<file path="src/rtl/logic_gate_unit_if.sv">
// Operand/result stream bundle for logic_gate_unit: operand beats flow in,
// results flow out, each side under its own valid/ready handshake.
interface logic_gate_unit_if #(
  parameter int WIDTH   = 8,
  parameter int ACC_LEN = 4
);
  localparam int CW = $clog2(ACC_LEN) + 1;

  // Handshake: a beat/result transfers on a rising edge where valid && ready;
  // once valid is raised the producer holds it and its payload until that edge.
  logic             in_valid;
  logic             in_ready;
  logic [WIDTH-1:0] a;
  logic [WIDTH-1:0] b;
  logic [2:0]       op;
  logic             acc_mode;
  logic             in_last;
  logic             out_valid;
  logic             out_ready;
  logic [WIDTH-1:0] y;
  logic [CW-1:0]    beat_cnt;

  modport master (
    output in_valid, a, b, op, acc_mode, in_last, out_ready,
    input  in_ready, out_valid, y, beat_cnt
  );

  modport slave (
    input  in_valid, a, b, op, acc_mode, in_last, out_ready,
    output in_ready, out_valid, y, beat_cnt
  );
endinterface

</file>
<file path="src/rtl/logic_gate_unit.sv">
// Registered bitwise logic unit: one of eight gate functions applied per beat
// or reduced across a group of up to ACC_LEN beats, inverted once at the output.
module logic_gate_unit #(
  parameter int WIDTH   = 8,
  parameter int ACC_LEN = 4
) (
  input  logic              clk,
  input  logic              rst,
  logic_gate_unit_if.slave  bus,
  output logic [1:0]        dbg_state,
  output logic              dbg_mode
);
  localparam int CW = $clog2(ACC_LEN) + 1;

  typedef enum logic [1:0] {
    IDLE  = 2'd0,
    ACCUM = 2'd1,
    OUT   = 2'd2
  } state_t;

  state_t           state_q, state_d;
  logic [WIDTH-1:0] acc_q, acc_d;
  logic [2:0]       op_q, op_d;
  logic             mode_q, mode_d;
  logic [CW-1:0]    cnt_q, cnt_d;

  logic accept;
  logic emit;
  logic open_grp;
  logic [CW-1:0] cnt_inc;

  function automatic logic [WIDTH-1:0] base_fn(input logic [1:0] sel,
                                               input logic [WIDTH-1:0] x,
                                               input logic [WIDTH-1:0] z);
    logic [WIDTH-1:0] r;
    case (sel)
      2'b00:   r = x & z;
      2'b01:   r = x | z;
      2'b10:   r = x ^ z;
      default: r = x;
    endcase
    return r;
  endfunction

  // Reduction folds the raw base value; inversion is applied only at y.
  function automatic logic [WIDTH-1:0] fold_fn(input logic [1:0] sel,
                                               input logic [WIDTH-1:0] acc,
                                               input logic [WIDTH-1:0] r);
    logic [WIDTH-1:0] f;
    case (sel)
      2'b00:   f = acc & r;
      2'b01:   f = acc | r;
      2'b10:   f = acc ^ r;
      default: f = r;
    endcase
    return f;
  endfunction

  assign bus.in_ready  = (state_q != OUT) || bus.out_ready;
  assign bus.out_valid = (state_q == OUT);
  assign bus.y         = op_q[2] ? ~acc_q : acc_q;
  assign bus.beat_cnt  = cnt_q;
  assign dbg_state     = state_q;
  assign dbg_mode      = mode_q;

  assign accept   = bus.in_valid && bus.in_ready;
  assign emit     = (state_q == OUT) && bus.out_ready;
  // A beat accepted in IDLE, or in OUT alongside the emit, starts a new result.
  assign open_grp = accept && (state_q != ACCUM);
  assign cnt_inc  = cnt_q + 1'b1;

  always_comb begin
    state_d = state_q;
    acc_d   = acc_q;
    op_d    = op_q;
    mode_d  = mode_q;
    cnt_d   = cnt_q;
    if (open_grp) begin
      acc_d  = base_fn(bus.op[1:0], bus.a, bus.b);
      op_d   = bus.op;
      mode_d = bus.acc_mode;
      if (bus.acc_mode) begin
        cnt_d   = CW'(1);
        state_d = (bus.in_last || (ACC_LEN == 1)) ? OUT : ACCUM;
      end else begin
        cnt_d   = '0;
        state_d = OUT;
      end
    end else if ((state_q == ACCUM) && accept) begin
      acc_d = fold_fn(op_q[1:0], acc_q, base_fn(op_q[1:0], bus.a, bus.b));
      cnt_d = cnt_inc;
      if (bus.in_last || (cnt_inc == CW'(ACC_LEN))) begin
        state_d = OUT;
      end
    end else if (emit) begin
      state_d = IDLE;
      cnt_d   = '0;
    end
  end

  always_ff @(posedge clk or posedge rst) begin
    if (rst) begin
      state_q <= IDLE;
      acc_q   <= '0;
      op_q    <= '0;
      mode_q  <= 1'b0;
      cnt_q   <= '0;
    end else begin
      state_q <= state_d;
      acc_q   <= acc_d;
      op_q    <= op_d;
      mode_q  <= mode_d;
      cnt_q   <= cnt_d;
    end
  end
endmodule

</file>
<file path="src/flat_wrapper.sv">
// flat-port wrapper written by rule: the top's interface ports become plain ports
module logic_gate_unit_flat 
#(
  parameter int WIDTH   = 8,
  parameter int ACC_LEN = 4
)
  (clk, rst, dbg_state, dbg_mode, bus_in_valid, bus_a, bus_b, bus_op, bus_acc_mode, bus_in_last, bus_out_ready, bus_in_ready, bus_out_valid, bus_y, bus_beat_cnt);
  logic_gate_unit_if #(.WIDTH(WIDTH), .ACC_LEN(ACC_LEN)) bus_i ();
  input  logic clk;
  input  logic rst;
  output logic [1:0] dbg_state;
  output logic dbg_mode;
  input wire logic [$bits(bus_i.in_valid)-1:0] bus_in_valid;
  input wire logic [$bits(bus_i.a)-1:0] bus_a;
  input wire logic [$bits(bus_i.b)-1:0] bus_b;
  input wire logic [$bits(bus_i.op)-1:0] bus_op;
  input wire logic [$bits(bus_i.acc_mode)-1:0] bus_acc_mode;
  input wire logic [$bits(bus_i.in_last)-1:0] bus_in_last;
  input wire logic [$bits(bus_i.out_ready)-1:0] bus_out_ready;
  output wire logic [$bits(bus_i.in_ready)-1:0] bus_in_ready;
  output wire logic [$bits(bus_i.out_valid)-1:0] bus_out_valid;
  output wire logic [$bits(bus_i.y)-1:0] bus_y;
  output wire logic [$bits(bus_i.beat_cnt)-1:0] bus_beat_cnt;
  assign bus_i.in_valid = bus_in_valid;
  assign bus_i.a = bus_a;
  assign bus_i.b = bus_b;
  assign bus_i.op = bus_op;
  assign bus_i.acc_mode = bus_acc_mode;
  assign bus_i.in_last = bus_in_last;
  assign bus_i.out_ready = bus_out_ready;
  assign bus_in_ready = bus_i.in_ready;
  assign bus_out_valid = bus_i.out_valid;
  assign bus_y = bus_i.y;
  assign bus_beat_cnt = bus_i.beat_cnt;
  logic_gate_unit #(.WIDTH(WIDTH), .ACC_LEN(ACC_LEN)) u_core (.clk(clk), .rst(rst), .bus(bus_i), .dbg_state(dbg_state), .dbg_mode(dbg_mode));
endmodule
</file>
<file path="config.mk">
export PLATFORM = sky130hd
export DESIGN_NAME = logic_gate_unit_flat
export DESIGN_NICKNAME = d
export VERILOG_FILES = /design/src/rtl/logic_gate_unit_if.sv /design/src/rtl/logic_gate_unit.sv /design/src/flat_wrapper.sv
export SDC_FILE = /design/constraint.sdc
export NUM_CORES = 1
export LEC_CHECK = 0
export CAP_MARGIN = 25
export CORE_MARGIN = 2
export CORE_UTILIZATION = 40
export CTS_CLUSTER_SIZE = 24
export DETAILED_ROUTE_END_ITERATION = 8
export DONT_BUFFER_PORTS = 1
export PLACE_DENSITY_LB_ADDON = 0.05
export SYNTH_ARGS = -nofsm -noshare
export SYNTH_HDL_FRONTEND = slang
export SYNTH_SLANG_ARGS = --single-unit
</file>
<file path="constraint.sdc">
create_clock -name clk -period 5.4 [get_ports clk]
set_clock_uncertainty 0.15 [all_clocks]
set_input_delay 1.35 -clock clk [delete_from_list [all_inputs] [get_ports clk]]
set_output_delay 1.35 -clock clk [all_outputs]
set_load 0.02 [all_outputs]
</file>
==> flow_metrics.tcl, run 1 <==
set metrics [dict create \
    crit_buf_inv 0 \
    core-area_mm2 0.00501 \
    final_area_mm2 0.00210 \
    setup-tns-final_ns 0 \
    drt_iter0_drc 32 \
    crit_fanout 5 \
    r2r_end "u_core.acc_q[7]$_DFFE_PP0P_" \
    fp.dieArea_mm2 0.00571 \
    synth-main-ff-cell "dfrtp_1" \
    slew_viol_final 0 \
    drc 0 \
    critPathRequiredTime_ns 3.90 \
    fin_nets 245 \
    area_growth_pct 2.51 \
    crit_type "in2out" \
    path_delay_family "simple AND/OR/NAND/NOR gates" \
    grt_setup_unrepaired "no" \
    drive_above_1_share_pct 18.1 \
    rrSetupSlack_ns 2.73 \
    netlist.area_leader.share_pct 20.8 \
    vias 1498 \
    synth_most_common_cell "inv_1" \
    synth_edf_count 0 \
    yosysWarnings 0 \
    place_area_mm2 0.00205 \
    switchingPower_w 0.000404 \
    place_inst 259 \
    cts_buffer_depth 2 \
    cts_setup_buffers 0 \
    grt_pass1_vias 1485 \
    dieWidth_um 75.5 \
    finalCritPeriodShare_pct 61.0 \
    leakagePower_nw 0.944 \
    syn_nets 254 \
    num-fill-cells 516 \
    syn_area_per_cell_um2 10.1 \
    ant_nets 0 \
    worstReg2RegStart "u_core.op_q[0]$_DFFE_PP0P_" \
    whs_path_depth 1 \
    ctsHtreeMaxLevel 1 \
    path_cells "or3b_4" \
    synthesis.area_mm2 0.00205 \
    hpwl_um 3240 \
    yosysTopAreaCell "dfrtp_1" \
    slew_headroom_pct 39.1 \
    gp_congestion 0.779 \
    sw_frac_of_total_pct 47.5 \
    grt_util_all_layers_pct 16.1 \
    initial_core_util_pct 40.9 \
    num_rows 26 \
    grt_start_max_net_pins 30 \
    num_antenna_cells 0 \
    dr_wl_met2_um 2270 \
    cts_resized 0 \
    reg2reg_depth 6 \
    max_freq_mhz 304 \
    min_to "u_core.acc_q[0]$_DFFE_PP0P_" \
    vias_per_cell 5.70 \
    power_frac_seq_pct 33.4 \
    cts_sinks 17 \
    clk_latency_ns 0.25 \
    ctsRootBufferMaster "clkbuf_8" \
    wl_per_cell_um 17.0 \
    outcome "completed" \
    powerDensity_mw_per_mm2 406 \
    ctsHoldBuffers 0 \
    top_layer_used "met4" \
    port_buffers 0 \
    ioPinCount 41 \
    grt_pass1_wl_um 7000 \
    yosysSeqAreaShare_pct 20.8 \
    cpPeakStageDelay_ns 0.44 \
    p_comb_share_pct 54.9 \
    synth-async-reset-ratio_pct 100 \
    syn_inst 203 \
    synth_common_cells "inv_1, ha_1, dfrtp_1, mux4_2" \
    drtPass1Iterations 4 \
    grt-ovfl-total 0 \
    finalHoldViolCount 0 \
    tightest_slew_ns 0.914 \
    clkTransAtPathRegs_ns 0.07 \
    holdWs_ns 0.448 \
    cts_buffers 3 \
    met1_length_um 2030 \
    min_from "u_core.acc_q[0]$_DFFE_PP0P_" \
    power.total_w 0.000851 \
    synthTopCellsByArea "dfrtp_1, mux4_2, ha_1" \
    die_y_um 75.5 \
    cts_tree "yes" \
    power_frac_clock_pct 11.6 \
    hp-class "reg2reg" \
    antenna_found_initial 0 \
    wl_um 4460 \
    worstSetupStartpointType "input port" \
    intPower_w 0.000447 \
    met3_wirelength_um 137 \
    cap_violations 0 \
    finalSetupViolations 0 \
    ys_types 38 \
    final_cells 263 \
    critPathCaptureType "primary output" \
    synth-seq-cells 17 \
    cp.arrival_ns 1.79 \
    layout_min_cycle_time_ns 3.29 \
    crit_slowest_cell "or3b_4" \
    peakVddDrop_uv 128 \
]
-- worst reg2reg max path: stages (launching register included) --
cell	delay, ns
dfrtp_1	0.95
mux4_2	0.61
ha_1	0.29
mux2i_1	0.12
or2_2	0.12
a21oi_1	0.06
a221o_1	0.27
-- state kept, by name, summed over array words and instances, names as in the netlist --
signal,count
u_core.acc_q,8
u_core.bus.beat_cnt,3
u_core.op_q,3
u_core.dbg_state,2
u_core.dbg_mode,1
-- placed cells by master (no fill, tap or decap), drive strengths merged, types with 2 or more instances in the layout --
master / instances
a211oi: 3
a21oi: 11
a221o: 7
a221oi: 2
a31oi: 2
and2b: 2
clkbuf: 4
dfrtp: 17
ha: 26
inv: 27
mux2: 4
mux2i: 8
mux4: 15
nand2: 6
nand2b: 11
nor2: 4
nor2b: 2
nor3: 2
o21ai: 8
o22ai: 2
o311ai: 6
or2: 6
xor2: 9
-- metrics by stage --
stage	worst slack, ns	utilization, %
final	2.11	41.9
after global routing	2.10	41.9
after CTS	2.11	41.9
after detailed placement	2.07	41.0
after global placement	2.11	41.0
after floorplan	2.05	-
-- power groups by stage --
stage	registers (W)	clock network [W]	logic, W
final	0.000285	0.0000991	0.000467
after global routing	0.000296	0.000106	0.000521
after CTS	0.000284	0.0000999	0.000474
after detailed placement	0.000286	0	0.000472
after global placement	0.000284	0	0.000454
after floorplan	0.000228	0	0.000462
-- metal layers --
layer / track usage [%] / vias to the layer above
met1: 21.1 / 760
met2: 28.5 / 26
li1: - / 710
met4: 3.12 / 0
met3: 2.25 / 2
met5: 0 / -
-- logic make-up (layout without fill, tap and decap cells) --
kind of cell,count (synthesis),after routing,share of synthesized area [%]
buf+inv,43,33,9.47
simple gates,36,36,11.4
compound gates,45,45,15.4
xor+xnor,9,9,3.85
fa+ha+maj,26,26,15.9
mux,27,27,23.2
flops,17,17,20.8
-- worst max path at each step --
stage | from | to | slack [ns] | cells past startpoint
after floorplan | bus_out_ready | bus_in_ready | 2.05 | 2
after global placement | bus_out_ready | bus_in_ready | 2.11 | 1
after detailed placement | bus_b[3] | u_core.acc_q[3]$_DFFE_PP0P_ | 2.07 | 8
after CTS | bus_out_ready | bus_in_ready | 2.11 | 1
after global routing | bus_out_ready | bus_in_ready | 2.10 | 1
final | bus_out_ready | bus_in_ready | 2.11 | 1
-- cell type report --
type / instances / area, um^2 / share of cell area [%]
Multi-Input combinational cell: 143 / 1430 / 68.0
Sequential cell: 17 / 425 / 20.3
Inverter: 28 / 105 / 5.01
Tap cell: 70 / 87.6 / 4.17
Clock buffer: 4 / 45.0 / 2.15
Timing Repair Buffer: 1 / 7.51 / 0.358
Power figures use the tool's default switching activity.
==> run 2, diff against run 1 <==
- clock period: 5.4 -> 2.7 ns (I/O delays scaled with it)
==> run 2 against run 1 <==
  * Combinational power increased by 110%
  * Flip-flop and latch count unchanged
  * Non-clock buffer count increased by 4
  * Critical endpoint is now u_core.acc_q[3]$_DFFE_PP0P_
  * Sequential power increased by 87%
  * Final cell count increased by 1.5%
  * First-iteration DRC count increased by 63%
  * Sequential share of layout area decreased by 0.30 points
==> flow_metrics.tcl, run 2 (same netlist as run 1, synthesis figures left out) <==
set metrics [dict create \
    cts_buffer_depth 2 \
    grt_pass1_vias 1533 \
    vias 1524 \
    timing.final.ws_setup_ns 0.342 \
    ant_nets 0 \
    crit_fanout 2 \
    cts_tree "yes" \
    final_area_mm2 0.00213 \
    drtPass1Iterations 6 \
    cts_resized 0 \
    cp.arrival_ns 2.35 \
    peakVddDrop_uv 256 \
    grt_util_all_layers_pct 16.5 \
    setup-tns-final_ns 0 \
    core-area_mm2 0.00501 \
    fp.dieArea_mm2 0.00571 \
    cap_violations 0 \
    cts_setup_buffers 0 \
    slew_headroom_pct 54.2 \
    initial_core_util_pct 40.9 \
    port_buffers 0 \
    grt_setup_unrepaired "no" \
    hp-class "in2async" \
    fin_nets 249 \
    finalCritPeriodShare_pct 87.3 \
    grt_pass1_wl_um 7220 \
    worstSetupStartpointType "input port" \
    holdWs_ns 0.259 \
    leakagePower_nw 0.966 \
    num_rows 26 \
    drc 0 \
    top_register "u_core.acc_q" \
    critPathRequiredTime_ns 2.69 \
    grt-ovfl-total 0 \
    area_growth_pct 4.03 \
    antenna_found_initial 0 \
    clk_latency_ns 0.25 \
    ctsRootBufferMaster "clkbuf_8" \
    crit_type "in2reg" \
    powerDensity_mw_per_mm2 811 \
    ctsHoldBuffers 0 \
    critPathCaptureType "flip-flop" \
    wl_um 4420 \
    layout_min_cycle_time_ns 2.36 \
    ioPinCount 41 \
    multi_input_area_mm2 0.00143 \
    drive_above_1_share_pct 20.3 \
    ctsHtreeMaxLevel 1 \
    wl_per_cell_um 16.6 \
    final_common_cell "inv_1" \
    gp_congestion 0.735 \
    vias_per_cell 5.71 \
    layout_common_cells "inv_1, ha_1, dfrtp_1" \
    finalSetupViolations 0 \
    place_area_mm2 0.00208 \
    cts_buffers 3 \
    dp_slack_ns 0.0558 \
    die_y_um 75.5 \
    clkTransAtPathRegs_ns 0.07 \
    regArea_um2 425 \
    num_antenna_cells 0 \
    slew_viol_final 0 \
    hpwl_um 3300 \
    num-fill-cells 500 \
    finalHoldViolCount 0 \
    outcome "completed" \
    max_freq_mhz 424 \
    largest_reg_flops 8 \
    tightest_slew_ns 0.686 \
    drt_iter0_drc 52 \
    dieWidth_um 75.5 \
    cts_sinks 17 \
    grt_start_max_net_pins 18 \
]
## run 2: final timing paths
| kind | start | end | slack [ns] | cells after the start |
|---|---|---|---|---|
| max | bus_b[3] | u_core.acc_q[3]$_DFFE_PP0P_ | 0.34 | 8 |
| min | rst | u_core.acc_q[2]$_DFFE_PP0P_ | 0.26 | 1 |
| max reg2reg | u_core.op_q[0]$_DFFE_PP0P_ | u_core.acc_q[4]$_DFFE_PP0P_ | 0.35 | 6 |
| min reg2reg | u_core.acc_q[6]$_DFFE_PP0P_ | u_core.acc_q[6]$_DFFE_PP0P_ | 0.45 | 1 |
| max in group asynchronous | rst | u_core.dbg_mode$_DFFE_PP0P_ | 1.71 | 1 |
| min in group clk | bus_in_valid | u_core.bus.beat_cnt[0]$_DFFE_PP0P_ | 0.37 | 1 |
## run 2: per-stage QoR
step	cells	utilization (%)	power (W)
2_1_floorplan	203	-	0.00138
3_3_place_gp	263	41.6	0.00150
3_5_place_dp	263	41.6	0.00155
4_1_cts	267	42.5	0.00175
5_1_grt	267	42.5	0.00189
6_report	267	42.5	0.00173
## run 2: layer usage
layer | track usage (%) | routed length, um | vias up
li1 | - | - | 730
met1 | 22.1 | 2110 | 764
met2 | 28.6 | 2120 | 25
met3 | 1.98 | 152 | 5
met4 | 3.51 | 42 | 0
met5 | 0 | 0 | -
## run 2: where the power goes
part	switching (W)	leakage, nW	total (W)	internal (W)
registers	0.000189	0.208	0.000534	0.000345
clock network	0.0000934	0.0255	0.000196	0.000102
logic	0.000528	0.733	0.000998	0.000470
## run 2: cell type report
type	count	area share [%]
well taps	70	4.11
multi-input cells	143	67.0
inverters	28	4.94
clock buffers	3	1.94
flip-flops and latches	17	20.0
clock inverters	1	0.235
repair buffers	5	1.76
## run 2: critical path, stage by stage
cell and delay (ns):
inv_1 0.02, ha_1 0.30, mux4_2 0.46, ha_1 0.30
mux2i_1 0.13, or2_2 0.12, a21oi_1 0.06, a221o_1 0.28
==> run 3, diff against run 2 <==
- PLACE_DENSITY: unset -> 0.57
- PLACE_DENSITY_LB_ADDON: 0.05 -> unset
==> run 3 against run 2 <==
  * Register-to-register slack worse by 0.08 ns
  * First-iteration DRC count up 56%
  * Total power increased by 1.5%
  * Combinational power up 4%
  * Worst hold slack worse by 0.0021 ns
  * Utilization is 0.37 points higher
  * Die area stayed put
  * Via count down 5.0%
  * Non-clock buffer count is 1 higher
  * Largest power group unchanged
  * Clock power is essentially flat
  * Critical endpoint is now u_core.acc_q[1]$_DFFE_PP0P_
==> flow_metrics.tcl, run 3 (same netlist as run 1, synthesis figures left out) <==
set metrics [dict create \
    ant_nets 0 \
    num-fill-cells 506 \
    final_cells 268 \
    drive_above_1_share_pct 20.2 \
    port_buffers 0 \
    slew_viol_final 0 \
    gp_congestion 0.806 \
    intPower_w 0.000937 \
    cts_sinks 17 \
    finalCritPeriodShare_pct 90.0 \
    drtPass1Iterations 4 \
    place_inst 264 \
    cp.arrival_ns 2.42 \
    dp_slack_ns 0.105 \
    cts_resized 0 \
    grt_pass1_wl_um 6640 \
    crit_type "reg2reg" \
    finalSetupViolations 0 \
    grt_setup_unrepaired "no" \
    timing.final.ws_setup_ns 0.269 \
    worstSetupStartpointType "flip-flop" \
    final_area_mm2 0.00215 \
    ctsRootBufferMaster "clkbuf_8" \
    antenna_found_initial 0 \
    wl_per_cell_um 15.9 \
    drt_iter0_drc 81 \
    cts_setup_buffers 0 \
    cap_violations 0 \
    grt_util_all_layers_pct 15.1 \
    fin_nets 250 \
    fp.dieArea_mm2 0.00571 \
    setup-tns-final_ns 0 \
    layout_common_cells "inv_1, ha_1, dfrtp_1" \
    critPathRequiredTime_ns 2.69 \
    grt_pass1_vias 1336 \
    critPathCaptureType "flip-flop" \
    power.total_w 0.00175 \
    max_freq_mhz 411 \
    area_growth_pct 4.95 \
    ctsHoldBuffers 0 \
    clkTransAtPathRegs_ns 0.07 \
    layout_min_cycle_time_ns 2.43 \
    dieWidth_um 75.5 \
    grt-ovfl-total 0 \
    clk_latency_ns 0.25 \
    power_frac_clock_pct 11.3 \
    place_area_mm2 0.00210 \
    tightest_slew_ns 0.681 \
    cts_buffers 3 \
    crit_fanout 6 \
    cts_tree "yes" \
    power_frac_seq_pct 29.3 \
    cts_buffer_depth 2 \
    wl_um 4270 \
    sw_frac_of_total_pct 46.5 \
    grt_start_max_net_pins 20 \
    top_register "u_core.acc_q" \
    num_rows 26 \
    vias 1448 \
    p_comb_share_pct 59.4 \
    ioPinCount 41 \
    vias_per_cell 5.40 \
    powerDensity_mw_per_mm2 816 \
    finalHoldViolCount 0 \
    largest_reg_flops 8 \
    peakVddDrop_uv 242 \
    hp-class "in2async" \
    hpwl_um 3170 \
    ctsHtreeMaxLevel 1 \
    switchingPower_w 0.000816 \
    reg2reg_depth 7 \
    num_antenna_cells 0 \
    slew_headroom_pct 54.5 \
    die_y_um 75.5 \
    core-area_mm2 0.00501 \
    drc 0 \
    leakagePower_nw 0.973 \
    final_common_cell "inv_1" \
    outcome "completed" \
    initial_core_util_pct 40.9 \
]
## run 3: cell count changes in the layout (fill, tap and decap cells not counted)
cell	change
clkinv_2	-1
buf_12	+1
clkbuf_1	+1
## run 3: layer usage
metal,part of all wire (%),global-route usage [%]
met1,48,22.6
met3,4.7,2.25
met4,1.8,5.46
met2,46,22.0
met5,0,0
## run 3: critical path, stage by stage (launching register included)
cell and delay (ns):
dfrtp_1 0.44, clkinv_1 0.32, mux4_2 0.54, ha_1 0.30, mux2i_1 0.13, or2_2 0.12, a21oi_1 0.05, a221o_1 0.26
## run 3: through the flow
step | util [%] | hold WS (ns)
after floorplan | - | 0.394
after global placement | 42.0 | 0.433
after detailed placement | 42.0 | 0.434
after CTS | 42.9 | 0.285
after global routing | 42.9 | 0.314
final | 42.9 | 0.256
## run 3: worst paths after layout
kind,from,slack (ns),to
min in group clk,bus_in_valid,0.36,u_core.bus.beat_cnt[0]$_DFFE_PP0P_
worst max-delay path,u_core.op_q[1]$_DFFE_PP0P_,0.27,u_core.acc_q[1]$_DFFE_PP0P_
worst min register to register,u_core.acc_q[2]$_DFFE_PP0P_,0.45,u_core.acc_q[2]$_DFFE_PP0P_
max in group asynchronous,rst,1.71,u_core.acc_q[3]$_DFFE_PP0P_
worst min-delay path,rst,0.26,u_core.bus.beat_cnt[2]$_DFFE_PP0P_
worst max register to register,u_core.op_q[1]$_DFFE_PP0P_,0.27,u_core.acc_q[1]$_DFFE_PP0P_
## run 3: final cells by class
type                    instances  area (um^2)  area share, %
multi-input cells             143         1430           66.5
flip-flops and latches         17          425           19.8
inverters                      28          105           4.89
well taps                      70         87.6           4.08
repair buffers                  6         57.6           2.68
clock buffers                   4         45.0           2.10
## run 3: power by group through the flow
stage,Sequential [W],Combinational (W),Clock (W)
after floorplan,0.000455,0.000924,0
after global placement,0.000518,0.00103,0
after detailed placement,0.000517,0.00105,0
after CTS,0.000513,0.00105,0.000204
after global routing,0.000527,0.00114,0.000214
final,0.000513,0.00104,0.000198
